===== src/rtl/pong_match_ctrl.sv =====
// pong_match_ctrl: match sequencer for Pong.
// Owns the game state machine, both score counters and the serve delay.
// Gates the ball controller through o_Game_Active / o_Ball_Reset.
// Every output is a register; none is combinational from an input.
module pong_match_ctrl #(
  parameter int c_GAME_WIDTH    = 40,
  parameter int c_PADDLE_HEIGHT = 6,
  parameter int c_SCORE_LIMIT   = 9,
  parameter int c_SERVE_FRAMES  = 60
) (
  input  logic       i_Clk,
  input  logic       i_Rst,
  input  logic       i_VSync,
  input  logic       i_Game_Start,
  input  logic       i_Pause,
  input  logic [5:0] i_Ball_X,
  input  logic [5:0] i_Ball_Y,
  input  logic [5:0] i_Paddle_Y_P1,
  input  logic [5:0] i_Paddle_Y_P2,
  output logic       o_Game_Active,
  output logic       o_Ball_Reset,
  output logic       o_Serve_Dir,
  output logic [3:0] o_P1_Score,
  output logic [3:0] o_P2_Score,
  output logic       o_Game_Over,
  output logic       o_Winner,
  output logic       o_Frame_Tick,
  output logic [2:0] o_State
);

  typedef enum logic [2:0] {
    ST_IDLE      = 3'd0,
    ST_SERVE     = 3'd1,
    ST_RUNNING   = 3'd2,
    ST_PAUSED    = 3'd3,
    ST_POINT     = 3'd4,
    ST_GAME_OVER = 3'd5
  } state_t;

  // The counter only has to reach c_SERVE_FRAMES-1.
  localparam int              CNT_W       = (c_SERVE_FRAMES > 1) ? $clog2(c_SERVE_FRAMES) : 1;
  localparam logic [CNT_W-1:0] CNT_LAST   = CNT_W'(c_SERVE_FRAMES - 1);
  localparam logic [3:0]      SCORE_LIMIT = 4'(c_SCORE_LIMIT);
  localparam logic [5:0]      P2_GOAL_X   = 6'(c_GAME_WIDTH - 1);
  localparam logic [6:0]      PADDLE_SPAN = 7'(c_PADDLE_HEIGHT - 1);

  // The paddle's bottom row is computed 7 bits wide, so a paddle near the
  // bottom edge cannot wrap and swallow rows at the top.
  function automatic logic outside_paddle(input logic [5:0] ball_y, input logic [5:0] paddle_y);
    logic [6:0] top_v;
    logic [6:0] bottom_v;
    top_v    = {1'b0, paddle_y};
    bottom_v = top_v + PADDLE_SPAN;
    return ({1'b0, ball_y} < top_v) || ({1'b0, ball_y} > bottom_v);
  endfunction

  // Output flags per state, packed as {game_active, ball_reset, game_over}.
  function automatic logic [2:0] state_flags(input state_t st);
    logic [2:0] flags_v;
    case (st)
      ST_IDLE:      flags_v = 3'b010;
      ST_SERVE:     flags_v = 3'b010;
      ST_RUNNING:   flags_v = 3'b100;
      ST_PAUSED:    flags_v = 3'b000;
      ST_POINT:     flags_v = 3'b010;
      ST_GAME_OVER: flags_v = 3'b011;
      default:      flags_v = 3'b010;
    endcase
    return flags_v;
  endfunction

  // Input sampling and edge detect registers
  logic vsync_r, vsync_d_r, frame_tick_r;
  logic start_r, start_d_r;
  logic pause_r, pause_d_r;

  // FSM and datapath registers
  state_t           state_r;
  logic [CNT_W-1:0] frame_cnt_r;
  logic [3:0]       p1_score_r, p2_score_r;
  logic             serve_dir_r, winner_r, scorer_r;
  logic             game_active_r, ball_reset_r, game_over_r;

  // Next-state values
  state_t           state_nxt_s;
  logic [CNT_W-1:0] frame_cnt_nxt_s;
  logic [3:0]       p1_score_nxt_s, p2_score_nxt_s;
  logic             serve_dir_nxt_s, winner_nxt_s, scorer_nxt_s;
  logic [2:0]       flags_nxt_s;

  logic start_edge_s, pause_edge_s, vsync_fall_s;
  logic p1_miss_s, p2_miss_s;
  logic [3:0] score_sel_s, score_inc_s;

  assign start_edge_s = start_r & ~start_d_r;
  assign pause_edge_s = pause_r & ~pause_d_r;
  assign vsync_fall_s = vsync_d_r & ~vsync_r;

  assign p1_miss_s = (i_Ball_X == 6'd0)      && outside_paddle(i_Ball_Y, i_Paddle_Y_P1);
  assign p2_miss_s = (i_Ball_X == P2_GOAL_X) && outside_paddle(i_Ball_Y, i_Paddle_Y_P2);

  // Saturating increment of the scorer's counter (scorer_r: 1 = P2)
  assign score_sel_s = scorer_r ? p2_score_r : p1_score_r;
  assign score_inc_s = (score_sel_s < SCORE_LIMIT) ? (score_sel_s + 4'd1) : score_sel_s;

  // Edge-detect registers reset high so a request held through reset
  // release is not mistaken for a fresh rising edge.
  always_ff @(posedge i_Clk or posedge i_Rst) begin
    if (i_Rst) begin
      vsync_r      <= 1'b1;
      vsync_d_r    <= 1'b1;
      frame_tick_r <= 1'b0;
      start_r      <= 1'b1;
      start_d_r    <= 1'b1;
      pause_r      <= 1'b1;
      pause_d_r    <= 1'b1;
    end else begin
      vsync_r      <= i_VSync;
      vsync_d_r    <= vsync_r;
      frame_tick_r <= vsync_fall_s;
      start_r      <= i_Game_Start;
      start_d_r    <= start_r;
      pause_r      <= i_Pause;
      pause_d_r    <= pause_r;
    end
  end

  // Next-state, score and serve decisions for the match FSM
  always_comb begin
    state_nxt_s     = state_r;
    frame_cnt_nxt_s = frame_cnt_r;
    p1_score_nxt_s  = p1_score_r;
    p2_score_nxt_s  = p2_score_r;
    serve_dir_nxt_s = serve_dir_r;
    winner_nxt_s    = winner_r;
    scorer_nxt_s    = scorer_r;
    case (state_r)
      ST_IDLE, ST_GAME_OVER: begin
        if (start_edge_s) begin
          state_nxt_s     = ST_SERVE;
          p1_score_nxt_s  = 4'd0;
          p2_score_nxt_s  = 4'd0;
          serve_dir_nxt_s = 1'b1;
          frame_cnt_nxt_s = '0;
        end else begin
          state_nxt_s = state_r;
        end
      end
      ST_SERVE: begin
        if (frame_tick_r) begin
          if (frame_cnt_r == CNT_LAST) begin
            state_nxt_s     = ST_RUNNING;
            frame_cnt_nxt_s = '0;
          end else begin
            frame_cnt_nxt_s = frame_cnt_r + CNT_W'(1);
          end
        end else begin
          frame_cnt_nxt_s = frame_cnt_r;
        end
      end
      ST_RUNNING: begin
        // A miss wins over a simultaneous pause request.
        if (p1_miss_s) begin
          state_nxt_s  = ST_POINT;
          scorer_nxt_s = 1'b1;
        end else if (p2_miss_s) begin
          state_nxt_s  = ST_POINT;
          scorer_nxt_s = 1'b0;
        end else if (pause_edge_s) begin
          state_nxt_s = ST_PAUSED;
        end else begin
          state_nxt_s = ST_RUNNING;
        end
      end
      ST_PAUSED: begin
        if (pause_edge_s) begin
          state_nxt_s = ST_RUNNING;
        end else begin
          state_nxt_s = ST_PAUSED;
        end
      end
      ST_POINT: begin
        if (scorer_r) begin
          p2_score_nxt_s = score_inc_s;
        end else begin
          p1_score_nxt_s = score_inc_s;
        end
        if (score_inc_s == SCORE_LIMIT) begin
          state_nxt_s  = ST_GAME_OVER;
          winner_nxt_s = scorer_r;
        end else begin
          // Serve toward the player who just conceded.
          state_nxt_s     = ST_SERVE;
          frame_cnt_nxt_s = '0;
          serve_dir_nxt_s = ~scorer_r;
        end
      end
      default: begin
        state_nxt_s = ST_IDLE;
      end
    endcase
  end

  assign flags_nxt_s = state_flags(state_nxt_s);

  // Match FSM state, scores and registered output flags
  always_ff @(posedge i_Clk or posedge i_Rst) begin
    if (i_Rst) begin
      state_r       <= ST_IDLE;
      frame_cnt_r   <= '0;
      p1_score_r    <= 4'd0;
      p2_score_r    <= 4'd0;
      serve_dir_r   <= 1'b1;
      winner_r      <= 1'b0;
      scorer_r      <= 1'b0;
      game_active_r <= 1'b0;
      ball_reset_r  <= 1'b1;
      game_over_r   <= 1'b0;
    end else begin
      state_r       <= state_nxt_s;
      frame_cnt_r   <= frame_cnt_nxt_s;
      p1_score_r    <= p1_score_nxt_s;
      p2_score_r    <= p2_score_nxt_s;
      serve_dir_r   <= serve_dir_nxt_s;
      winner_r      <= winner_nxt_s;
      scorer_r      <= scorer_nxt_s;
      game_active_r <= flags_nxt_s[2];
      ball_reset_r  <= flags_nxt_s[1];
      game_over_r   <= flags_nxt_s[0];
    end
  end

  assign o_Game_Active = game_active_r;
  assign o_Ball_Reset  = ball_reset_r;
  assign o_Serve_Dir   = serve_dir_r;
  assign o_P1_Score    = p1_score_r;
  assign o_P2_Score    = p2_score_r;
  assign o_Game_Over   = game_over_r;
  assign o_Winner      = winner_r;
  assign o_Frame_Tick  = frame_tick_r;
  assign o_State       = state_r;

endmodule


===== config.mk =====
export PLATFORM = sky130hd
export DESIGN_NAME = pong_match_ctrl
export DESIGN_NICKNAME = d
export VERILOG_FILES = /design/src/rtl/pong_match_ctrl.sv
export SDC_FILE = /design/constraint.sdc
export NUM_CORES = 1
export LEC_CHECK = 0
export BUFFER_PORTS_ARGS = -buffer_cell sky130_fd_sc_hd__buf_2
export CORE_ASPECT_RATIO = 0.75
export CORE_UTILIZATION = 55
export DETAILED_ROUTE_END_ITERATION = 12
export GPL_TIMING_DRIVEN = 1
export PLACE_DENSITY = 0.8
export SETUP_SLACK_MARGIN = 0.2
export SYNTH_ARGS = -nofsm -noshare
export SYNTH_HDL_FRONTEND = slang
export SYNTH_SLANG_ARGS = --single-unit
export TNS_END_PERCENT = 10

===== constraint.sdc =====
create_clock -name i_Clk -period 3.8 [get_ports i_Clk]
set_input_delay 0.76 -clock i_Clk [delete_from_list [all_inputs] [get_ports i_Clk]]
set_output_delay 0.76 -clock i_Clk [all_outputs]
set_load 0.01 [all_outputs]

After elaboration in Yosys (flattened, before gate mapping). Index checks and enable logic that the tools add are counted. W data, S select, Z words.

Flip-flop bits (word level): 30. Latch bits: 0. RAM bits: 0. Memory bits (read-only): 0. Bits of input ports: 29. Memories: 0.

$add $sub $neg: 4. $mul: 0. Divide/modulo/power cells: 0. Order comparisons: 5. Eq/ne operators: 16. Shift-type cells: 0. Muxes and demuxes: 27. Bitwise operators: 7. Reduce and logical (&&, ||, !) cells: 16.

Operator list (count): $mux W6 (4); $mux W4 (5); $mux W3 (6); $pmux W6 S3 (1); $pmux W4 S2 (2); $pmux W3 S5 (1); $add A6 B3 Y7 const B (2); $gt A6 B7 Y1 (2); $eq A3 B2 Y1 const B (4); $eq A6 B6 Y1 const B (2); $lt A6 B6 Y1 (2); $ne A2 B2 Y1 const B (5); $eq A3 B3 Y1 const B (3); $pmux W3 S3 (1); $reduce_and A3 Y1 (3); $add A6 B1 Y6 const B (1); $logic_not A6 Y1 (1); $mux W1 (6); $add A4 B1 Y4 const B (1); $eq A4 B4 Y1 const B (1); $lt A4 B4 Y1 const B (1); $not A1 Y1 (4); $reduce_and A2 Y1 (2); $reduce_and A4 Y1 (1); 9 further kinds (14).

Longest topological paths before layout.
Depth after elaboration: 9. Mapped depth: 10. Mapped depth without buffers: 10.

Worst setup path after synthesis. Ideal clock, no wire load.

Kind: input -> register. Start point: input i_Paddle_Y_P2[0]. End point: register ball_reset_r (netlist: o_Ball_Reset). Arrival: 2.722 ns. Required time: 3.720 ns. Slack: 0.998 ns. Stages: 10. Buffers on the path: 0. Cell sequence: ha_1 o21ai_0 xnor2_1 ha_1 a21o_1 a21oi_1 o21ai_0 a32oi_1 or3b_1 o22a_1.

Cells in the longest elaborated chain, start to end: 9. Elaborated cells between the ends (all ways): 12. Those cells by class: 1 x add/sub; 2 x order compare; 3 x eq/ne; 4 x mux; 2 x reduce/logical.

Ends and longest elaborated chain: from (decl) (RTL line 19) `input logic [5:0] i_Paddle_Y_P2,`; $add A6 B3 Y7 (RTL line 53) `bottom_v = top_v + PADDLE_SPAN;`; $gt A6 B7 Y1 (RTL line 54) `return ({1'b0, ball_y} < top_v) || ({1'b0, ball_y} > bottom_v);`; $logic_or A1 B1 Y1 (*) (RTL line 54); $logic_and A1 B1 Y1 (*) (RTL line 100) `assign p2_miss_s = (i_Ball_X == P2_GOAL_X) && outside_paddle(i_Ball_Y, i_Paddle_Y_P2);`; $mux W3 (*) (RTL line 166) `end else if (p2_miss_s) begin`; $mux W3 (*) (RTL line 163) `if (p1_miss_s) begin`; $pmux W3 S5 (*) (RTL line 137) `case (state_r)`; $eq A3 B3 Y1 / $eq A3 B2 Y1 (equally long branches) (RTL line 60) `case (st)`; $pmux W3 S3 (*) (RTL line 60); net flags_nxt_s[1] (RTL line 89) `logic [2:0] flags_nxt_s;`; to (signal assigned) (RTL line 228) `ball_reset_r <= flags_nxt_s[1];`; to (decl) (RTL line 82) `logic game_active_r, ball_reset_r, game_over_r;`.

Mark *: on every way through the listed nets, which the timed path passes. The rest lies on a longest branch. A chain may end at the register's enable or synchronous reset.

Worst setup path after layout.
Start point: register scorer_r. End point: register frame_cnt_r[5].

Cells in the longest elaborated chain, start to end: 6. Elaborated cells between the ends (all ways): 7. Those cells by class: 1 x add/sub; 1 x order compare; 2 x eq/ne; 2 x mux; 1 x reduce/logical.

Ends and longest elaborated chain: from (decl) (RTL line 81) `logic serve_dir_r, winner_r, scorer_r;`; from (signal assigned) (RTL line 226) `scorer_r <= scorer_nxt_s;`; $mux W4 (*) (RTL line 103) `assign score_sel_s = scorer_r ? p2_score_r : p1_score_r;`; $add A4 B1 Y4 / $lt A4 B4 Y1 (equally long branches) (RTL line 104) `assign score_inc_s = (score_sel_s < SCORE_LIMIT) ? (score_sel_s + 4'd1) : score_sel_s;`; $mux W4 (*) (RTL line 104); $eq A4 B4 Y1 (*) (RTL line 188) `if (score_inc_s == SCORE_LIMIT) begin`; $ne A2 B2 Y1 (no line) (*); $reduce_and A4 Y1 (no line) (*); to (signal assigned) (RTL line 221) `frame_cnt_r <= frame_cnt_nxt_s;`; to (decl) (RTL line 79) `logic [CNT_W-1:0] frame_cnt_r;`.

Mark *: on every way between the ends. The rest lies on a longest branch, timed or not.

==> key figures <==
Worst setup path
  – Worst path slowest cell: dfrtp_1
  – Required @ worst endpoint: around 4 ns
  – Top delay family on crit path: flip-flops
  – Arr. time, crit path: ~3.2 ns
  – Crit Path Category: reg2reg
  – Crit path cell chain: mux2_4 -> inv_1 -> ha_1 -> nor2b_1 -> o32ai_4 -> mux2i_1 -> o31ai_4 -> or2_4 -> o31ai_2
  – CP Capture Type: register
  – Crit-path max FO: 16
  – Buf/Inv on CP: 1
  – Crit start category: register
  – Largest stage delay, worst path: slightly below 0.8 ns

Clock network
  – CTS Sinks: 30
  – Cts repair resizes: 0
  – Worst-Skew Late Latency: about 0.28 ns
  – CTS tree: yes
  – Max clock buf depth: 2
  – H-tree levels: 2
  – Inserted Clock Buffers: 5
  – # Post-CTS Setup Buffers: 0
  – CTS root buf: clkbuf_8
  – Hold bufs inserted after CTS: 0
  – Worst-path clk slew: about 0.060 ns

Layout
  – # diodes: 0
  – Syn-to-layout area delta: 15.2%
  – Most frequent cells in the layout: buf_2 (45), ha_1 (29), inv_1 (22), dfrtp_1 (22), nor2_1 (20)
  – Layout cells sized above 1: 0.268
  – NumNets Final: roughly 360
  – Commonest non-fill, non-tap cell in the layout: buf_2

Global routing
  – Global-route wire length before repair: 8770 um
  – Initial antenna violation count: 0
  – Largest net degree at the start of global routing: 30
  – GRT Overall Usage: 0.250
  – Vias in the first global route: approximately 1900
  – Gr ovfl total: 0

STA
  – Final Max Slew Viols: 0
  – Skew final: roughly 0.0039 ns
  – Tcrit/Tclk final: 0.802
  – Setup_tns: 0 ns
  – Setup Viol. Count Final: 0
  – Clock period minus worst slack: between 3 and 4 ns
  – Rel. slew slack: 0.297
  – RSZ-0062 raised after global routing: false
  – Final hold violation count: 0
  – Fmax: 328 MHz
  – Worst-margin pin slew: around 1.1 ns
  – Worst hold slack: 0.366 ns
  – Final worst slack: approximately 0.75 ns

Placed design
  – Routability Congestion: roughly 0.8
  – Post-place setup slack: just over 0.6 ns
  – Post-DP HPWL: 4020 um
  – I/O Buffers: 45

Pwr
  – Power per cell area: ~360 mW/mm^2
  – Final Power: approximately 1000 uW
  – Peak VDD IR: 0.000321 V
  – Leakage: 0.00133 uW

Drt
  – 1st-iter DRT viols: approximately 160
  – Vias per inst: between 5 and 6
  – 1st-pass router iterations: 4
  – DRC: 0
  – Routed wire length: approximately 5100 um
  – DRT antenna net count: 0
  – Average wire per standard cell: 14.3 um
  – Via Count: roughly 2000

Floorplanning
  – Core area: about 0.0041 mm^2
  – Full die area: ~0.0045 mm^2
  – Ports: 46
  – Chip height: 58.6 um
  – Die Width: slightly below 80 um
  – Cell Rows: 20
  – Initial core utilization: 0.576

Synthesis
  – Post-Syn Instances: 252
  – Syn avg cell area: 9.32 um^2
  – Synthesized flop and latch total: 30
  – Post-synthesis sequential area ratio: 0.324
  – Area of the mapped netlist: ~0.0023 mm^2
  – Number of synthesized flops with an enable pin: 0
  – Asr flop ratio synth: 1.00
  – Top FF cell, synth: dfrtp_1
  – Netlist cell types: 59
  – Yosys warns: 0
  – Syn Nets: just over 300

Outcome
  – Status: finished, final reports clean

Min path
  – Min-Delay Path Class: reg2reg

Job
  – Max_cap viols: 0
==> per-stage QoR <==
stage / util / area, um^2 / cells
after floorplan: - / 2350 / 252
after detailed placement: 0.641 / 2610 / 349
after global routing: 0.663 / 2710 / 357
after global placement: 0.641 / 2610 / 349
after CTS: 0.663 / 2710 / 357
final: 0.663 / 2710 / 357
==> flip-flops by register name, indices dropped and copies added (netlist names), 3 cells and up <==
signal / flops
frame_cnt_r: 6
o_P2_Score: 4
o_State: 3
o_P1_Score: 4
==> synthesized netlist by cell type, drive strengths merged, types with 2 or more instances <==
| master | number | area, um^2 |
|---|---|---|
| a211oi | 3 | 22.5 |
| a21o | 4 | 31.3 |
| a21oi | 15 | 82.6 |
| a41oi | 3 | 26.3 |
| and2 | 4 | 25.0 |
| buf | 4 | 36.3 |
| dfrtp | 22 | 551 |
| dfstp | 8 | 210 |
| ha | 29 | 363 |
| inv | 23 | 86.3 |
| mux2 | 5 | 60.1 |
| mux2i | 4 | 43.8 |
| nand2 | 19 | 71.3 |
| nand2b | 4 | 25.0 |
| nand3 | 7 | 35.0 |
| nand3b | 2 | 15.0 |
| nand4 | 2 | 12.5 |
| nor2 | 20 | 75.1 |
| nor2b | 7 | 43.8 |
| nor3 | 5 | 25.0 |
| nor4 | 2 | 12.5 |
| o21a | 2 | 15.0 |
| o21ai | 19 | 98.8 |
| o22ai | 2 | 12.5 |
| o31ai | 7 | 76.3 |
| o41ai | 2 | 17.5 |
| xnor2 | 6 | 52.6 |
| xor2 | 2 | 17.5 |
==> kinds of logic after synthesis <==
logic type | share of synthesized area
AO/OA/AOI/OAI | 0.221
XOR/XNOR | 0.0298
adder cells (fa/ha/maj) | 0.155
buffers and inverters | 0.0522
flip-flops | 0.324
multiplexers | 0.0442
AND/OR/NAND/NOR | 0.174
==> power by group <==
part	switching, uW	internal [uW]	leakage [uW]
registers	70.4	363	0.000380
logic	157	130	0.000901
clock network	119	146	0.0000482
total	346	639	0.00133
==> layout make-up <==
type / count / area, um^2
clock inverters: 1 / 5.00
well taps: 55 / 68.8
clock buffers: 7 / 86.3
flip-flops and latches: 30 / 761
inverters: 23 / 86.3
fillers: 344 / 1370
repair buffers: 46 / 233
multi-input cells: 195 / 1470
==> final timing paths <==
check	endpoint	depth (start not counted)	slack [ns]	startpoint
hold reg to reg	vsync_d_r$_DFF_PP1_	0	0.37	vsync_r$_DFF_PP1_
max in group asynchronous	pause_d_r$_DFF_PP1_	3	2.36	i_Rst
hold / removal	vsync_d_r$_DFF_PP1_	0	0.37	vsync_r$_DFF_PP1_
setup reg to reg	frame_cnt_r[5]$_DFFE_PP0P_	9	0.75	scorer_r$_DFFE_PP0P_
min in group asynchronous	o_Game_Active$_DFF_PP0_	2	0.73	i_Rst
setup / recovery	frame_cnt_r[5]$_DFFE_PP0P_	9	0.75	scorer_r$_DFFE_PP0P_
==> per-layer routing <==
metal  global-route usage  part of all wire  routed length [um]  vias up
met2                0.397              0.45                2280       51
met1                0.354              0.51                2590      969
li1                     -                 -                   -     1008
met5                    0                 0                   0        -
met4               0.0620            0.0082                  42        0
met3               0.0481             0.039                 202        5
(Power assumes the default switching activity.)
